[src/rtl/risk_monitor_mc_pkg.sv]
// Shared definitions for the multi-channel risk monitor: state encodings,
// configuration address offsets, threshold reset values and a clamp helper.
package risk_monitor_mc_pkg;

    typedef enum logic [1:0] {
        ST_NORMAL = 2'd0,
        ST_WARN   = 2'd1,
        ST_EMER   = 2'd2
    } state_t;

    // Threshold registers sit directly above the weight block in the address map.
    localparam int CFG_WARN_OFS = 0;
    localparam int CFG_EMER_OFS = 1;

    localparam logic [7:0] WARN_TH_RST = 8'd64;
    localparam logic [7:0] EMER_TH_RST = 8'd128;

    function automatic logic [7:0] sat0(input logic [7:0] x, input int unsigned d);
        int diff;
        diff = int'(x) - int'(d);
        return (diff < 0) ? 8'd0 : 8'(diff);
    endfunction

endpackage

[src/rtl/risk_monitor_mc_score_window.sv]
// Circular window of recent scores with a running sum; emits the window mean
// one cycle after each new score. The window starts zero-filled.
module risk_monitor_mc_score_window #(
    parameter int WIN_LOG2 = 3
) (
    input  logic       clk,
    input  logic       rst,
    input  logic       in_vld,
    input  logic [7:0] in_score,
    output logic [7:0] avg,
    output logic       avg_vld
);

    localparam int DEPTH = 1 << WIN_LOG2;
    localparam int SUM_W = 8 + WIN_LOG2;

    logic [7:0]          win_reg [DEPTH];
    logic [WIN_LOG2-1:0] wr_ptr_reg;
    logic [SUM_W-1:0]    sum_reg;
    logic [SUM_W-1:0]    sum_next;
    logic [7:0]          avg_reg;
    logic                avg_vld_reg;

    // The slot being overwritten holds the oldest sample.
    assign sum_next = sum_reg + SUM_W'(in_score) - SUM_W'(win_reg[wr_ptr_reg]);

    always_ff @(posedge clk or negedge rst) begin
        if (!rst) begin
            for (int k = 0; k < DEPTH; k++) begin
                win_reg[k] <= '0;
            end
            wr_ptr_reg  <= '0;
            sum_reg     <= '0;
            avg_reg     <= '0;
            avg_vld_reg <= 1'b0;
        end else begin
            avg_vld_reg <= in_vld;
            if (in_vld) begin
                win_reg[wr_ptr_reg] <= in_score;
                wr_ptr_reg          <= wr_ptr_reg + 1'b1;
                sum_reg             <= sum_next;
                avg_reg             <= 8'(sum_next >> WIN_LOG2);
            end
        end
    end

    assign avg     = avg_reg;
    assign avg_vld = avg_vld_reg;

endmodule

[src/rtl/risk_monitor_mc.sv]
// Multi-channel driver-risk monitor: weighted feature score, windowed mean,
// NORMAL/WARN/EMER supervision with dwell and hysteresis, sticky maskable irqs.
module risk_monitor_mc
    import risk_monitor_mc_pkg::*;
#(
    parameter int NUM_FEAT    = 4,
    parameter int DW          = 8,
    parameter int WW          = 8,
    parameter int WIN_LOG2    = 3,
    parameter int DWELL       = 4,
    parameter int HYST        = 8,
    parameter int SCORE_SHIFT = 4
) (
    input  logic                   clk,
    input  logic                   rst,
    input  logic                   cfg_we,
    input  logic [3:0]             cfg_addr,
    input  logic [15:0]            cfg_wdata,
    input  logic                   in_valid,
    input  logic [NUM_FEAT*DW-1:0] feat,
    input  logic [1:0]             irq_ack,
    input  logic [1:0]             irq_mask,
    output logic [7:0]             score,
    output logic                   score_vld,
    output logic [7:0]             avg,
    output logic [1:0]             state,
    output logic [1:0]             irq
);

    localparam int PW  = DW + WW;
    localparam int SW  = PW + $clog2(NUM_FEAT);
    localparam int DCW = $clog2(DWELL + 1);

    logic signed [WW-1:0] weight_reg [NUM_FEAT];
    logic [7:0]           warn_th_reg;
    logic [7:0]           emer_th_reg;
    logic                 unused_cfg;

    logic signed [PW-1:0] prod_c   [NUM_FEAT];
    logic signed [PW-1:0] prod_reg [NUM_FEAT];
    logic                 v1_reg;

    logic signed [SW-1:0] sum_c;
    logic [SW-1:0]        mag_c;
    logic [SW-1:0]        shifted_c;
    logic [7:0]           score_c;
    logic [7:0]           score_reg;
    logic                 score_vld_reg;
    logic [7:0]           byp_score_reg;

    logic [7:0]           avg_val;
    logic                 avg_vld;

    state_t               state_reg, state_next;
    logic [DCW-1:0]       dwell_reg, dwell_next;
    logic [1:0]           irq_reg, irq_next;
    logic                 emer_hit;
    logic [7:0]           warn_exit;
    logic [7:0]           emer_exit;
    logic                 warn_evt;
    logic                 emer_evt;

    assign unused_cfg = ^cfg_wdata;

    always_ff @(posedge clk or negedge rst) begin
        if (!rst) begin
            for (int k = 0; k < NUM_FEAT; k++) begin
                weight_reg[k] <= '0;
            end
            warn_th_reg <= WARN_TH_RST;
            emer_th_reg <= EMER_TH_RST;
        end else if (cfg_we) begin
            for (int k = 0; k < NUM_FEAT; k++) begin
                if (cfg_addr == 4'(k)) begin
                    weight_reg[k] <= cfg_wdata[WW-1:0];
                end
            end
            if (cfg_addr == 4'(NUM_FEAT + CFG_WARN_OFS)) begin
                warn_th_reg <= cfg_wdata[7:0];
            end
            if (cfg_addr == 4'(NUM_FEAT + CFG_EMER_OFS)) begin
                emer_th_reg <= cfg_wdata[7:0];
            end
        end
    end

    generate
        for (genvar gi = 0; gi < NUM_FEAT; gi++) begin : g_prod
            assign prod_c[gi] = PW'($signed(feat[gi*DW +: DW])) * PW'(weight_reg[gi]);
        end
    endgenerate

    always_ff @(posedge clk or negedge rst) begin
        if (!rst) begin
            v1_reg <= 1'b0;
            for (int k = 0; k < NUM_FEAT; k++) begin
                prod_reg[k] <= '0;
            end
        end else begin
            v1_reg <= in_valid;
            if (in_valid) begin
                for (int k = 0; k < NUM_FEAT; k++) begin
                    prod_reg[k] <= prod_c[k];
                end
            end
        end
    end

    // Sum is sized with clog2(NUM_FEAT) guard bits, so it cannot overflow.
    always_comb begin
        sum_c = '0;
        for (int k = 0; k < NUM_FEAT; k++) begin
            sum_c = sum_c + SW'(prod_reg[k]);
        end
        mag_c     = sum_c[SW-1] ? -sum_c : sum_c;
        shifted_c = mag_c >> SCORE_SHIFT;
        score_c   = (shifted_c > SW'(255)) ? 8'd255 : shifted_c[7:0];
    end

    always_ff @(posedge clk or negedge rst) begin
        if (!rst) begin
            score_reg     <= '0;
            score_vld_reg <= 1'b0;
            byp_score_reg <= '0;
        end else begin
            score_vld_reg <= v1_reg;
            if (v1_reg) begin
                score_reg <= score_c;
            end
            // Keeps the raw score aligned with its avg for the bypass check.
            if (score_vld_reg) begin
                byp_score_reg <= score_reg;
            end
        end
    end

    risk_monitor_mc_score_window #(
        .WIN_LOG2 (WIN_LOG2)
    ) u_window (
        .clk      (clk),
        .rst      (rst),
        .in_vld   (score_vld_reg),
        .in_score (score_reg),
        .avg      (avg_val),
        .avg_vld  (avg_vld)
    );

    assign emer_hit  = (avg_val >= emer_th_reg) || (byp_score_reg >= emer_th_reg);
    assign warn_exit = sat0(warn_th_reg, HYST);
    assign emer_exit = sat0(emer_th_reg, HYST);

    always_comb begin
        state_next = state_reg;
        dwell_next = dwell_reg;
        warn_evt   = 1'b0;
        emer_evt   = 1'b0;
        if (avg_vld) begin
            if (emer_hit) begin
                state_next = ST_EMER;
            end else begin
                case (state_reg)
                    ST_NORMAL: begin
                        if (avg_val >= warn_th_reg) begin
                            if (dwell_reg >= DCW'(DWELL - 1)) begin
                                state_next = ST_WARN;
                            end else begin
                                dwell_next = dwell_reg + 1'b1;
                            end
                        end else begin
                            dwell_next = '0;
                        end
                    end
                    ST_WARN: begin
                        if (avg_val < warn_exit) begin
                            state_next = ST_NORMAL;
                        end
                    end
                    ST_EMER: begin
                        if (avg_val < emer_exit) begin
                            state_next = (avg_val < warn_exit) ? ST_NORMAL : ST_WARN;
                        end
                    end
                    default: state_next = ST_NORMAL;
                endcase
            end
            if (state_next != ST_NORMAL) begin
                dwell_next = '0;
            end
            warn_evt = (state_reg == ST_NORMAL) && (state_next == ST_WARN);
            emer_evt = (state_reg != ST_EMER) && (state_next == ST_EMER);
        end
        // A new event beats an ack in the same cycle; masked events are dropped.
        irq_next = (irq_reg & ~irq_ack) | ({emer_evt, warn_evt} & ~irq_mask);
    end

    always_ff @(posedge clk or negedge rst) begin
        if (!rst) begin
            state_reg <= ST_NORMAL;
            dwell_reg <= '0;
            irq_reg   <= '0;
        end else begin
            state_reg <= state_next;
            dwell_reg <= dwell_next;
            irq_reg   <= irq_next;
        end
    end

    assign score     = score_reg;
    assign score_vld = score_vld_reg;
    assign avg       = avg_val;
    assign state     = state_reg;
    assign irq       = irq_reg;

endmodule

[config.mk]
export PLATFORM = sky130hd
export DESIGN_NAME = risk_monitor_mc
export DESIGN_NICKNAME = d
export VERILOG_FILES = /design/src/rtl/risk_monitor_mc_pkg.sv /design/src/rtl/risk_monitor_mc_score_window.sv /design/src/rtl/risk_monitor_mc.sv
export SDC_FILE = /design/constraint.sdc
export NUM_CORES = 1
export LEC_CHECK = 0
export CAP_MARGIN = 20
export CORE_AREA = 2 2 287 175
export CTS_CLUSTER_SIZE = 28
export DETAILED_ROUTE_END_ITERATION = 7
export DIE_AREA = 0 0 289 177
export DONT_BUFFER_PORTS = 1
export GPL_TIMING_DRIVEN = 0
export PLACE_DENSITY = 0.71
export SYNTH_ARGS = -nofsm -noshare
export SYNTH_HDL_FRONTEND = slang
export SYNTH_SLANG_ARGS = --single-unit
export TNS_END_PERCENT = 20
[constraint.sdc]
create_clock -name clk -period 9.5 [get_ports clk]
set_input_delay 0.95 -clock clk [delete_from_list [all_inputs] [get_ports clk]]
set_output_delay 0.95 -clock clk [all_outputs]
set_load 0.02 [all_outputs]
After elaboration in Yosys (flattened, before gate mapping)
Index checks and enable logic that the tools add are counted.

operators by class
  magnitude comparators = 11
  add/sub/neg operators = 10
  reduce and logical (&&, ||, !) cells = 15
  bitwise gates (word level) = 6
  equality and inequality tests = 12
  $mul = 4
  shift-type cells = 0
  mux-type cells = 25
  divide/modulo/power cells = 0

operator list
  kind                                                 count
  bitwise mux 64 bit                                   1
  multiplier 8 x 8 -> 16 bit                           4
  two-way mux 8 bit                                    6
  binary-select mux 8 bit (select 3 bit)               1
  demux 8 bit (select 3 bit)                           1
  >= comparator 8 bit                                  3
  adder 17 x 16 -> 18 bit                              1
  adder 18 x 16 -> 18 bit                              1
  < comparator 9 x 1 -> 1 bit, second input constant   2
  two-way mux 18 bit                                   1
  negator 18 bit                                       1
  subtractor 8 x 4 -> 9 bit, second input constant     2
  adder 16 x 16 -> 17 bit                              1
  < comparator 8 bit                                   2
  two-way mux 3 bit                                    5
  > comparator 14 x 8 -> 1 bit, second input constant  1
  two-way mux 2 bit                                    6
  AND reduction 2 bit                                  6
  adder 11 x 8 -> 11 bit                               1
  subtractor 11 x 8 -> 11 bit                          1
  == test 4 x 2 -> 1 bit, second input constant        2
  == test 4 x 3 -> 1 bit, second input constant        2
  adder 3 x 1 -> 3 bit, second input constant          2
  case mux 2 bit (3 select lines)                      1
  20 further kinds                                     29

word-level totals
  memory bits (writable) = 0
  memories kept = 0
  bits in latches = 0
  ROM bits = 0
  register bits = 224

Longest topological paths before layout
  depth after elaboration = 14
  mapped depth = 19
  gate-level depth less buffers = 19

By module
Synthesis repeated with hierarchy kept, for this count alone.

second synthesis, totals
  cell total of the unflattened synthesis = 2134
  area, all modules = 21597.0 µm²

modules (own cells, without submodules)
  module                        cells each  instances  area each (µm²)
  risk_monitor_mc               1782        1          17387.9
  risk_monitor_mc_score_window  352         1          4209.0

Worst setup path after synthesis
OpenSTA, ideal clock, no wires.

  kind = input to register
  from = input port feat[7]
  to = register prod_reg[62] in the netlist's numbering
  path slack = 4.509 ns
  stages = 18
  required time = 9.380 ns
  data arrival time = 4.871 ns
  path buffers = 0
  setup time = 0.120 ns
  path through = and2_1 -> fa_1 -> inv_1 -> fa_1 -> inv_1 -> fa_1 -> inv_1 -> fa_1 -> inv_1 -> ha_1 -> o21ai_0 -> a21boi_0 -> o21ai_0 -> a21oi_1 -> o21ai_0 -> a211oi_1 -> or3_1 -> a31o_2

between the ends
  cells in the longest elaborated chain, start to end = 1

ends and longest elaborated chain
  item                           RTL line                RTL
  start, declared                risk_monitor_mc.sv:20   input logic [NUM_FEAT*DW-1:0] feat,
  multiplier 8 x 8 -> 16 bit     risk_monitor_mc.sv:89   assign prod_c[gi] = PW'($signed(feat[gi*DW +: DW])) * PW'(weight_reg[gi]);
  end signal, assigned by index  risk_monitor_mc.sv:103  prod_reg[k] <= prod_c[k];
  end, declared                  risk_monitor_mc.sv:40   logic signed [PW-1:0] prod_reg [NUM_FEAT];

No other way between the ends.
A chain may end at the register's enable or synchronous reset.

Worst setup path after layout
  from = register weight_reg[20] in the netlist's numbering
  to = register prod_reg[46] in the netlist's numbering

between the ends
  cells in the longest elaborated chain, start to end = 1

ends and longest elaborated chain
  item                             RTL line               RTL
  start, declared                  risk_monitor_mc.sv:34  logic signed [WW-1:0] weight_reg [NUM_FEAT];
  start signal, assigned by index  risk_monitor_mc.sv:75  weight_reg[k] <= cfg_wdata[WW-1:0];
  multiplier 8 x 8 -> 16 bit       risk_monitor_mc.sv:89

No other way between the ends.

==> summary.txt <==
Worst setup path
  • Worst setup path category: flop to flop
  • Critical Path RT: 9.91 ns
  • Max incr delay on CP: 0.54 ns
  • Reg2reg path depth: 17
  • Worst-path cell chain: and2_1 -> fa_1 -> inv_1 -> fa_1 -> fa_1 -> fa_1 -> inv_1 -> ha_1 -> nor2b_1 -> o21ai_0 -> a21boi_0 -> o21ai_0 -> a21oi_1 -> o21ai_0 -> a211oi_1 -> or3_1 -> a31o_2
  • Top delay family on crit path: adder cells
  • Crit path arrival time: 5.50 ns
  • Crit. End Element: flop
  • Buf/Inv on CP: 2
  • Crit path launch type: flop
  • CP max FO: 9
  • Top cell by count, worst path: fa_1
  • CP max-delay cell: fa_1
  • Levels on crit path: 17

Clock network
  • CTS tree: built
  • Clock Sinks: 216
  • Worst-path clk slew: 0.07 ns
  • Cts hold-fix bufs: 0
  • Setup repair bufs after CTS: 0
  • H-tree Lvls: 1
  • Clk_lat worst skew: 0.53 ns
  • CTS max path bufs: 3
  • Post_cts resized: 0
  • Total CTS buffers: 23
  • Clk root buf: clkbuf_16

Run
  • Max-cap viol count: 0

Global routing
  • Largest net degree at the start of global routing: 217
  • First-pass GRT wire length: 84200 um
  • Gr ovfl total: 0
  • Vias in the first global route: 16000
  • All-Layer GR Usage: 20.7%
  • Antenna violations before repair: 0

Timing
  • Final setup fails: 0
  • Max Slew Vio Count: 0
  • Final period util: 53.5%
  • Final hold viol count: 0
  • RSZ-0062 raised after global routing: no
  • Slew of the pin with the lowest slew margin: 1.12 ns
  • Tmin final: 5.08 ns
  • Fin Setup TNS: 0 ns
  • Worst Clk Skew: 0.0146 ns
  • Slew HR: 24.7%
  • Max frequency: 0.197 GHz

Outcome
  • Outcome: completed

Yosys
  • Register area share after synthesis: 25.0%
  • Yosys cell types: 67
  • Post-synth ARST share: 100%
  • EDFF count, synth: 0
  • Post-synth top area cell: dfrtp_1
  • Syn_nets: 2667
  • Largest cells by area after synthesis: dfrtp_1, fa_1, ha_1, inv_1, mux2_2
  • Synth Flop Type: dfrtp_1
  • Avg Synthesized Cell Area: 10.0 um2
  • Yosys warns: 0
  • Mapped cell area: 21600 um2
  • Post-Synthesis Cells: 2159
  • Synth top area share: 24.8%
  • Seq cells post-synth: 216

Drt
  • Drt wl/cell: 17.7 um
  • DRC viols: 0
  • Initial DRC count: 1081
  • DRT Pass-1 Iters: 7
  • Via count: 15100
  • Via/cell ratio: 5.29
  • Final wirelength: 50400 um
  • ANT nets after route: 0

Floorplan
  • IO Pins: 81
  • Die Footprint: 51200 um2
  • DIE HEIGHT: 177 um
  • Core Box Area: 48700 um2
  • Die width: 289 um
  • Initial Utilization: 44.4%
  • Rows: 63

Cells and area
  • Layout cells sized above 1: 8.55%
  • # nets final: 2692
  • Fillers: 4453
  • Commonest non-fill, non-tap cell in the layout: inv_1
  • Most frequent cells in the layout: inv_1, fa_1, dfrtp_1, ha_1, nand2_1
  • Layout area overhead: 7.34%

Placement
  • IO Port Bufs: 0
  • RD Place Congestion: 0.910
  • Post-DP HPWL: 40400 um

Worst hold path
  • Kind of path behind the tightest hold check: primary input to asynchronous set/reset pin
-- layer usage --
layer	GRT usage, %	wire length, um	part of all wire, %
met3	4.27	3440	6.8
met2	31.8	22400	44
met5	0	0	0
met4	4.02	860	1.7
met1	30.4	23800	47
-- cell families after synthesis --
kind of cell	count (synthesis)	share of synthesized area, %
and+or+nand+nor	540	12.9
buffers and inverters	460	8.17
adders and majority gates	448	35.0
AOI/OAI and AO/OA	275	7.80
DFF	216	25.0
muxes	131	7.56
xor gates and xnor gates	89	3.60
-- area by class of cell --
class	count	area [um2]	share of cell area, %
plain buffers	47	216	0.933
flip-flops and latches	216	5410	23.3
inverters	413	1550	6.68
diodes	1	2.50	0.0108
well taps	650	813	3.50
clock buffers	32	659	2.84
clock inverters	7	91.3	0.393
multi-input cells	1483	14500	62.3
-- worst register-to-register path, cell delays in order, from the launching register on --
cell and delay [ns]:
dfrtp_1 0.49, and2_1 0.23, fa_1 0.43, inv_1 0.09
fa_1 0.40, fa_1 0.48, fa_1 0.54, inv_1 0.04
ha_1 0.32, nor2b_1 0.14, o21ai_0 0.25, a21boi_0 0.18
o21ai_0 0.23, a21oi_1 0.15, o21ai_0 0.27, a211oi_1 0.14
or3_1 0.33, a31o_2 0.25
-- path summary, 6_finish.rpt --
| path | start | to | slack (ns) |
|---|---|---|---|
| max | weight_reg[20] | prod_reg[46] | 4.42 |
| min | rst | u_window.win_reg[57] | 0.16 |
| max reg2reg | weight_reg[20] | prod_reg[46] | 4.42 |
| min reg2reg | u_window.win_reg[15] | u_window.win_reg[15] | 0.48 |
| max in group asynchronous | rst | prod_reg[48] | 8.87 |
| min in group clk | in_valid | v1_reg | 0.46 |
-- synthesized netlist by cell type (8+ instances only) --
| cell | count |
|---|---|
| a21oi_1 | 50 |
| nand2_1 | 180 |
| xnor2_1 | 69 |
| buf_4 | 8 |
| nand2b_1 | 40 |
| mux4_2 | 16 |
| or3_1 | 8 |
| nor2b_1 | 13 |
| nand3_1 | 16 |
| and3_1 | 10 |
| a211oi_1 | 9 |
| inv_1 | 413 |
| nor3_1 | 12 |
| a31oi_1 | 8 |
| mux2_2 | 98 |
| dfrtp_1 | 214 |
| and2_1 | 153 |
| ha_1 | 187 |
| fa_1 | 261 |
| clkbuf_1 | 30 |
| o21ai_0 | 125 |
| mux2i_1 | 17 |
| nor2_1 | 71 |
| a21o_1 | 20 |
| a21boi_0 | 9 |
| xor2_1 | 20 |
-- metrics by stage --
stage | hold slack [ns] | instances | setup slack [ns] | instance area [um2] | utilization (%)
3_3_place_gp | 0.456 | 2809 | 4.18 | 22400 | 46.1
3_5_place_dp | 0.466 | 2809 | 4.12 | 22500 | 46.1
2_1_floorplan | 0.445 | 2159 | 4.51 | 21600 | -
6_report | 0.158 | 2849 | 4.42 | 23200 | 47.6
5_1_grt | 0.125 | 2848 | 4.08 | 23200 | 47.6
4_1_cts | 0.126 | 2848 | 4.48 | 23200 | 47.6
Power is left out: the tool's default activity adds up to more than one toggle a clock period on the data nets, which glitch-free logic cannot reach.
